===== config.mk =====
export PLATFORM = sky130hd
export DESIGN_NAME = inp_cond
export DESIGN_NICKNAME = d
export VERILOG_FILES = /design/src/rtl/inp_cond.sv
export SDC_FILE = /design/constraint.sdc
export NUM_CORES = 1
export LEC_CHECK = 0
export ABC_AREA = 1
export CAP_MARGIN = 20
export CORE_ASPECT_RATIO = 2
export CORE_UTILIZATION = 55
export CTS_CLUSTER_DIAMETER = 150
export DETAILED_ROUTE_END_ITERATION = 10
export PLACE_DENSITY = 0.69
export SLEW_MARGIN = 20
export SYNTH_ARGS = -nofsm -noshare
export SYNTH_HDL_FRONTEND = slang
export SYNTH_SLANG_ARGS = --single-unit

===== constraint.sdc =====
create_clock -name clk -period 2.5 [get_ports clk]
set_input_delay 0.5 -clock clk [delete_from_list [all_inputs] [get_ports clk]]
set_output_delay 0.5 -clock clk [all_outputs]
set_load 0.01 [all_outputs]

===== src/rtl/inp_cond.sv =====
`default_nettype none
// ============================================================================
// Module   : inp_cond
// Brief    : Player-button front end: 2-flop sync, per-button debounce,
//            up/down conflict masking and a free-running input_enable tick.
//            Build option INP_COND_ACTIVE_LOW_EN selects pulled-up (active
//            low) button pins.
// Revision : 1.0  initial release
// ============================================================================
module inp_cond #(
   parameter int DEB_CYC  = 250000,
   parameter int TICK_DIV = 416667
) (
   input  logic       clk,
   input  logic       rst_n,
   input  logic [3:0] btn_raw,
   output logic       p1up,
   output logic       p1down,
   output logic       p2up,
   output logic       p2down,
   output logic       input_enable
);

   localparam int CW = $clog2(DEB_CYC + 1);
   localparam int TW = $clog2(TICK_DIV);
   localparam logic [CW-1:0] c_deb_last  = CW'(DEB_CYC - 1);
   localparam logic [TW-1:0] c_tick_last = TW'(TICK_DIV - 1);

`ifdef INP_COND_ACTIVE_LOW_EN
   localparam logic [3:0] c_sync_rel = 4'hF;
`else
   localparam logic [3:0] c_sync_rel = 4'h0;
`endif

   logic [3:0]    r_sync1;
   logic [3:0]    r_sync2;
   logic [3:0]    w_s;
   logic [3:0]    r_q;
   logic [TW-1:0] r_tick_cnt;

   // Only r_sync1 samples the asynchronous pins.
   always_ff @(posedge clk or negedge rst_n) begin
      if (!rst_n) begin
         r_sync1 <= c_sync_rel;
         r_sync2 <= c_sync_rel;
      end else begin
         r_sync1 <= btn_raw;
         r_sync2 <= r_sync1;
      end
   end

`ifdef INP_COND_ACTIVE_LOW_EN
   assign w_s = ~r_sync2;
`else
   assign w_s = r_sync2;
`endif

   for (genvar g = 0; g < 4; g++) begin : g_deb
      logic [CW-1:0] r_cnt;

      always_ff @(posedge clk or negedge rst_n) begin
         if (!rst_n) begin
            r_cnt  <= '0;
            r_q[g] <= 1'b0;
         end else if (w_s[g] == r_q[g]) begin
            r_cnt <= '0;
         end else if (r_cnt == c_deb_last) begin
            r_q[g] <= w_s[g];
            r_cnt  <= '0;
         end else begin
            r_cnt <= r_cnt + CW'(1);
         end
      end
   end

   // Pressing both directions of one player cancels that player's motion.
   always_ff @(posedge clk or negedge rst_n) begin
      if (!rst_n) begin
         p1up   <= 1'b0;
         p1down <= 1'b0;
         p2up   <= 1'b0;
         p2down <= 1'b0;
      end else begin
         p1up   <= r_q[0] & ~r_q[1];
         p1down <= r_q[1] & ~r_q[0];
         p2up   <= r_q[2] & ~r_q[3];
         p2down <= r_q[3] & ~r_q[2];
      end
   end

   always_ff @(posedge clk or negedge rst_n) begin
      if (!rst_n) begin
         r_tick_cnt   <= '0;
         input_enable <= 1'b0;
      end else begin
         input_enable <= (r_tick_cnt == c_tick_last);
         if (r_tick_cnt == c_tick_last) begin
            r_tick_cnt <= '0;
         end else begin
            r_tick_cnt <= r_tick_cnt + TW'(1);
         end
      end
   end

endmodule
`default_nettype wire


==> run metrics, run 1 <==
Sequential Power Share=0.526; FFs w/ async S/R, synth=1.00; fmax=580 MHz; crit path buf inv count=1; Setup violations, final=0; first-pass GRT wire length=19100 um; cell internal pwr=0.00269 W; First DRT Iteration DRCs=198; R2R setup slack=970 ps; VDD IR max=0.392 mV; Vias=4386; Critical-path top delay cell=clkdlybuf4s50_1; nets=715; Fillers=867; drt pass-1 iters=4; Max-Cap Viols=0; number of synthesized flops with an enable pin=0; Post-Syn Nets=692; final hold violations=0; CP Launch Type=flop; Syn Inst Count=680; crit path time final=1720 ps; Seq/Total Area, Yosys=0.486; Adder-Cell Fraction of Synth Area=0.0135; Netlist cell types=29; Critical Path RT=2000 ps; pwr/cell area=550 nW/um^2; critical path type=reg2out; CTS clk-pin slew, worst paths=70 ps; final worst path period share=0.690; Main synth FF type=dfrtp_1; post-synthesis mux area share=0; Resized Gates After CTS=0; CTS H-Tree Depth=3; final WL=11200 um; outcome=complete, no violations; worst hold path type=in2async; Mapped Area=5560 um^2; clock tree root buffer cell=clkbuf_16; setup ws final=776 ps; share of cells above drive strength 1=0.0977; Num CTS Buffers=9; Post-CTS Setup Inserts=0; Syn-to-layout area delta=10.9%; dpl ws=955 ps; relative slew slack=0.620; count leader, synth=nor2_1; placed cell area=5850 um^2; initial antenna violation count=0; CTS hold repair buffers=0; die area=10500 um^2; IO Count=11; die extent in x=73.1 um; register bit total from synthesis=108; Final ANT Viol Nets=0; Core Region=9760 um^2; largest cells by area after synthesis=dfrtp_1, nor2_1, nand2_1; Worst-Skew Late Latency=350 ps; Comb power frac=0.031; Routed WL per cell=13.4 um; Clk pwr share=0.443; switching part of the total=0.206; Starting Density=0.570; RSZ-0062 raised after global routing=false; largest family of logic cells by synthesized area=simple AND/OR/NAND/NOR gates; CP Cell Sequence=clkdlybuf4s50_1; grt ovf=0; vias per cell=5.23; total power=0.00339 W; Global Route Usage Sum=0.239; most frequent cells after synthesis=nor2_1, nand2_1, dfrtp_1; area share of the largest cell type after synthesis=0.486; vias in the first global route=4370; CP Max Fanout=1; CTS tree=done; largest net degree at the start of global routing=54; CP peak stage delay=540 ps; Synth Area in Compound Gates=0.0254; Ant. Diodes=0; PortBufs=10; Net Switching=0.000699 W; XOR/XNOR share of the synthesized area=0.0700; setup TNS=0 ps; Synth Area in Simple Gates=0.356; synthesized area per cell=8.18 um^2; Leak=2.63 nW; Critical Path AT=1220 ps; crit-path leading delay family=buffers and inverters; Detailed Place HPWL=8460 um; skew final=6.32 ps; Worst Max-Slew Pin Slew=568 ps; largest area contributor in the netlist=dfrtp_1; TritonCTS Sinks=108; routability-driven placement congestion ratio=0.899; Critical Path End Type=primary output; Std-Cell Rows=51; Post-route DRC=0; fin area=6170 um^2; Hold Slack=91.1 ps; clock tree buffer depth=2; Die Height=144 um; Synth Warn #=0; Final Max Tran Viols=0
layout by cell type, fill, tap and decap left out, types with 6 or more instances in the layout:
cell type,count
nand2_1,134
nor2_4,12
xor2_1,27
nor2_2,11
nand3_1,36
inv_1,69
ha_1,6
nor3b_1,7
xnor2_1,10
nor3_1,19
nand2_2,12
nor2_1,160
nand4_1,20
clkdlybuf4s50_1,9
dfrtp_1,108
a21oi_1,15
clkbuf_16,9
layout make-up:
| class | instances | area (um^2) | area share |
|---|---|---|---|
| Clock inverter | 4 | 75.1 | 0.0122 |
| Tap cell | 132 | 165 | 0.0268 |
| Timing Repair Buffer | 12 | 125 | 0.0203 |
| Clock buffer | 10 | 239 | 0.0388 |
| Inverter | 73 | 274 | 0.0444 |
| Multi-Input combinational cell | 499 | 2590 | 0.419 |
| Sequential cell | 108 | 2700 | 0.438 |
metal layers:
| metal | vias up | global-route usage | share of wire |
|---|---|---|---|
| met5 | - | 0 | 0 |
| met2 | 64 | 0.451 | 0.57 |
| met1 | 2106 | 0.244 | 0.38 |
| li1 | 2189 | - | - |
| met3 | 27 | 0.0446 | 0.022 |
| met4 | 0 | 0.116 | 0.031 |
power by group through the flow:
stage,combinational [W],sequential [W],clock [W]
CTS,0.000109,0.00178,0.00153
global placement,0.000105,0.00182,0
floorplan,0.0000474,0.00181,0
finish,0.000105,0.00178,0.00150
global route,0.000123,0.00179,0.00161
detailed placement,0.000108,0.00182,0
per-stage QoR:
step / std cells / utilization
2_1_floorplan: 680 / -
3_3_place_gp: 824 / 0.600
3_5_place_dp: 824 / 0.600
4_1_cts: 838 / 0.632
5_1_grt: 838 / 0.632
6_report: 838 / 0.632
sequential cells by signal, indices dropped and copies added (netlist names):
name          cells
p2down            1
r_sync2           4
input_enable      1
r_q               4
g_deb.r_cnt      72
p1down            1
p2up              1
p1up              1
r_tick_cnt       19
r_sync1           4
worst paths after layout:
check                                  start            endpoint  depth (start not counted)
setup / recovery                input_enable        input_enable                          1
hold reg to reg                   r_sync1[0]          r_sync2[0]                          0
setup reg to reg           g_deb[3].r_cnt[0]  g_deb[3].r_cnt[12]                          8
hold / removal                         rst_n  g_deb[1].r_cnt[11]                          1
max in group asynchronous              rst_n  g_deb[2].r_cnt[13]                          2
min in group clk                  r_sync1[0]          r_sync2[0]                          0
cell families after synthesis:
| family | count (synthesis) |
|---|---|
| flip-flops | 108 |
| XOR/XNOR | 41 |
| AND/OR/NAND/NOR | 426 |
| adder cells (fa/ha/maj) | 6 |
| buffers and inverters | 73 |
| AO/OA/AOI/OAI | 26 |
Note: power is estimated with default switching activity, not from simulation.
==> inputs of run 2 (changes only) <==
--- a/config.mk
+++ b/config.mk
@@ -11,7 +11,7 @@
 export CORE_UTILIZATION = 55
 export CTS_CLUSTER_DIAMETER = 150
 export DETAILED_ROUTE_END_ITERATION = 10
-export PLACE_DENSITY = 0.69
+export PLACE_DENSITY = 0.72
 export SLEW_MARGIN = 20
 export SYNTH_ARGS = -nofsm -noshare
 export SYNTH_HDL_FRONTEND = slang
==> constraint.sdc (replaced) <==
create_clock -name clk -period 1.39 [get_ports clk]
set_input_delay 0.278 -clock clk [delete_from_list [all_inputs] [get_ports clk]]
set_output_delay 0.278 -clock clk [all_outputs]
set_load 0.01 [all_outputs]
==> run 2 against run 1 <==
Combinational power rose to 2.6 times the previous value. Routed wire length up 8.9%. Critical path type is now reg2reg. Highest routed layer unchanged. Global-route usage is 0.065 points lower. Largest cell class is now multi-input gates. Clock skew up 2.6 ps. The flow now finishes with violations (setup timing). Worst setup slack got worse by 800 ps. Hold slack better by 220 ps. Clock power up 61%. First-iteration DRC count up 39%. Cell area up 13%.
==> run metrics, run 2 (synthesized netlist as in run 1, its figures left out) <==
outcome=finished with violations (was complete, no violations); failing checks=setup timing; TritonCTS Sinks=108 (unchanged); Setup violations, final=11 (was 0); clock tree root buffer cell=clkbuf_16 (unchanged); First DRT Iteration DRCs=276 (was 198); skew final=8.92 ps (was 6.32 ps); Fillers=742 (was 867); Global Route Usage Sum=0.239 (about the same); vias in the first global route=4670 (was 4370); IO Count=11 (unchanged); initial antenna violation count=0 (unchanged); CP Cell Sequence=ha_2, nand2_4, nor2_4, nand2_1, nor2_2, nand2_2, nand2_4, nor2_1 (was clkdlybuf4s50_1); Worst R2R Path Depth=8 (unchanged); Syn-to-layout area delta=25.0% (was 10.9%); clock tree buffer depth=2 (unchanged); nets=768 (was 715); RSZ-0062 raised after global routing=true (was false); commonest non-fill, non-tap cells in the layout=nor2_1, nand2_1, dfrtp_1, inv_1, buf_4 (was nor2_1, nand2_1, dfrtp_1, inv_1, nand3_1); area of the multi-input gates=2990 um^2 (was 2590 um^2); Worst Max-Slew Pin Slew=446 ps (was 568 ps); fmax=707 MHz; worst hold path type=in2async (unchanged); Final Max Tran Viols=0 (unchanged); routability-driven placement congestion ratio=0.889 (was 0.899); Std-Cell Rows=51 (unchanged); final WL=12200 um (was 11200 um); CTS tree=done (unchanged); Starting Density=0.570 (unchanged); VDD IR max=0.869 mV (was 0.392 mV); largest net degree at the start of global routing=67 (was 54); fin area=6950 um^2 (was 6170 um^2); final hold violations=0 (unchanged); CTS clk-pin slew, worst paths=70 ps (about the same); critical path type=reg2reg (was reg2out); Final ANT Viol Nets=0 (unchanged); Ant. Diodes=0 (unchanged); Critical-path top delay cell=dfrtp_1 (was clkdlybuf4s50_1); relative slew slack=0.701 (was 0.620); Reg area=2710 um^2 (was 2700 um^2); Critical Path End Type=flop (was primary output); final worst path period share=1.02; Leak=3.00 nW (was 2.63 nW); CP dominant cell by count=nand2_4; placed cell area=6070 um^2 (was 5850 um^2); Layout Cells excl Fill=893 (was 838); Num CTS Buffers=9 (unchanged); Routed WL per cell=13.7 um (was 13.4 um); Die Height=144 um (unchanged); CP peak stage delay=380 ps (was 540 ps); Worst-Skew Late Latency=350 ps (about the same); setup ws final=-23.6 ps (was 776 ps); first-pass GRT wire length=19500 um (was 19100 um); CP Max Fanout=7 (was 1); drt pass-1 iters=5 (was 4); crit path time final=1410 ps; Max-Cap Viols=0 (unchanged); commonest non-fill, non-tap cell in the layout=nor2_1 (unchanged); share of cells above drive strength 1=0.251 (was 0.0977); total power=0.00591 W (was 0.00339 W); die area=10500 um^2 (unchanged); R2R setup slack=-20 ps (was 970 ps); Core Region=9760 um^2 (unchanged); cell count after placement=851 (was 824); top flop regs=g_deb.r_cnt x72, r_tick_cnt x19 (unchanged); CTS H-Tree Depth=3 (unchanged); Vias=4702 (was 4386); pwr/cell area=850 nW/um^2 (was 550 nW/um^2); die extent in x=73.1 um (unchanged); Critical Path RT=1620 ps (was 2000 ps); Post-route DRC=0 (unchanged); grt ovf=0 (unchanged); PortBufs=10 (unchanged); Critical Path AT=1650 ps (was 1220 ps); max FFs per register=72 (unchanged); vias per cell=5.27 (was 5.23); register name with the most flops=g_deb.r_cnt (unchanged); Detailed Place HPWL=8290 um (was 8460 um); CP Launch Type=flop (unchanged)
## run 2: worst paths after layout
check / startpoint / endpoint
worst max-delay path: g_deb[3].r_cnt[0] / g_deb[3].r_cnt[12]
worst min-delay path: rst_n / g_deb[1].r_cnt[15]
worst max register to register: g_deb[3].r_cnt[0] / g_deb[3].r_cnt[12]
worst min register to register: r_sync1[0] / r_sync2[0]
max in group asynchronous: rst_n / g_deb[2].r_cnt[6]
min in group clk: r_sync1[0] / r_sync2[0]
## run 2: layout make-up
cell class | count | area share
clock inverter | 5 | 0.00522
tap | 132 | 0.0238
clock buffer | 11 | 0.0349
sequential | 108 | 0.390
timing repair buffer | 64 | 0.0765
multi-input combinational | 500 | 0.430
inverter | 73 | 0.0398
## run 2: what timing repair did
action	4_1_cts	5_1_grt
buffers inserted	4	22
cloned	1	0
pin swaps	17	41
endpoints found under the hold margin	11	0
hold buffers	1	0
endpoints found under the setup margin	60	66
gates resized for setup	30	82
## run 2: power by group
group,internal [W],switching [W]
registers,0.00318,0.0000372
clock network,0.00127,0.00115
logic,0.000113,0.000164
total,0.00456,0.00135
## run 2: worst max-delay path: cells and delay by family, from the launching register on
| family | cells | cell delay (ps) |
|---|---|---|
| adder cells (fa/ha/maj) | 1 | 220 |
| flip-flops | 1 | 380 |
| AND/OR/NAND/NOR | 7 | 690 |
## run 2: stage by stage
| stage | hold WS, ps | setup TNS [ps] | setup WS [ps] | utilization |
|---|---|---|---|---|
| 3_3_place_gp | 146 | -502 | -54.9 | 0.622 |
| 3_5_place_dp | 148 | -2450 | -130 | 0.622 |
| 2_1_floorplan | -17.6 | 0 | 84.8 | - |
| 5_1_grt | 331 | -3130 | -105 | 0.712 |
| 6_report | 312 | -106 | -23.6 | 0.712 |
| 4_1_cts | 320 | -227 | -38.3 | 0.661 |
## run 2: layer usage
layer	vias up	wire (um)	GRT usage
li1	2306	-	-
met1	2274	4610	0.246
met2	84	6910	0.451
met3	38	215	0.0362
met4	0	458	0.119
met5	-	0	0
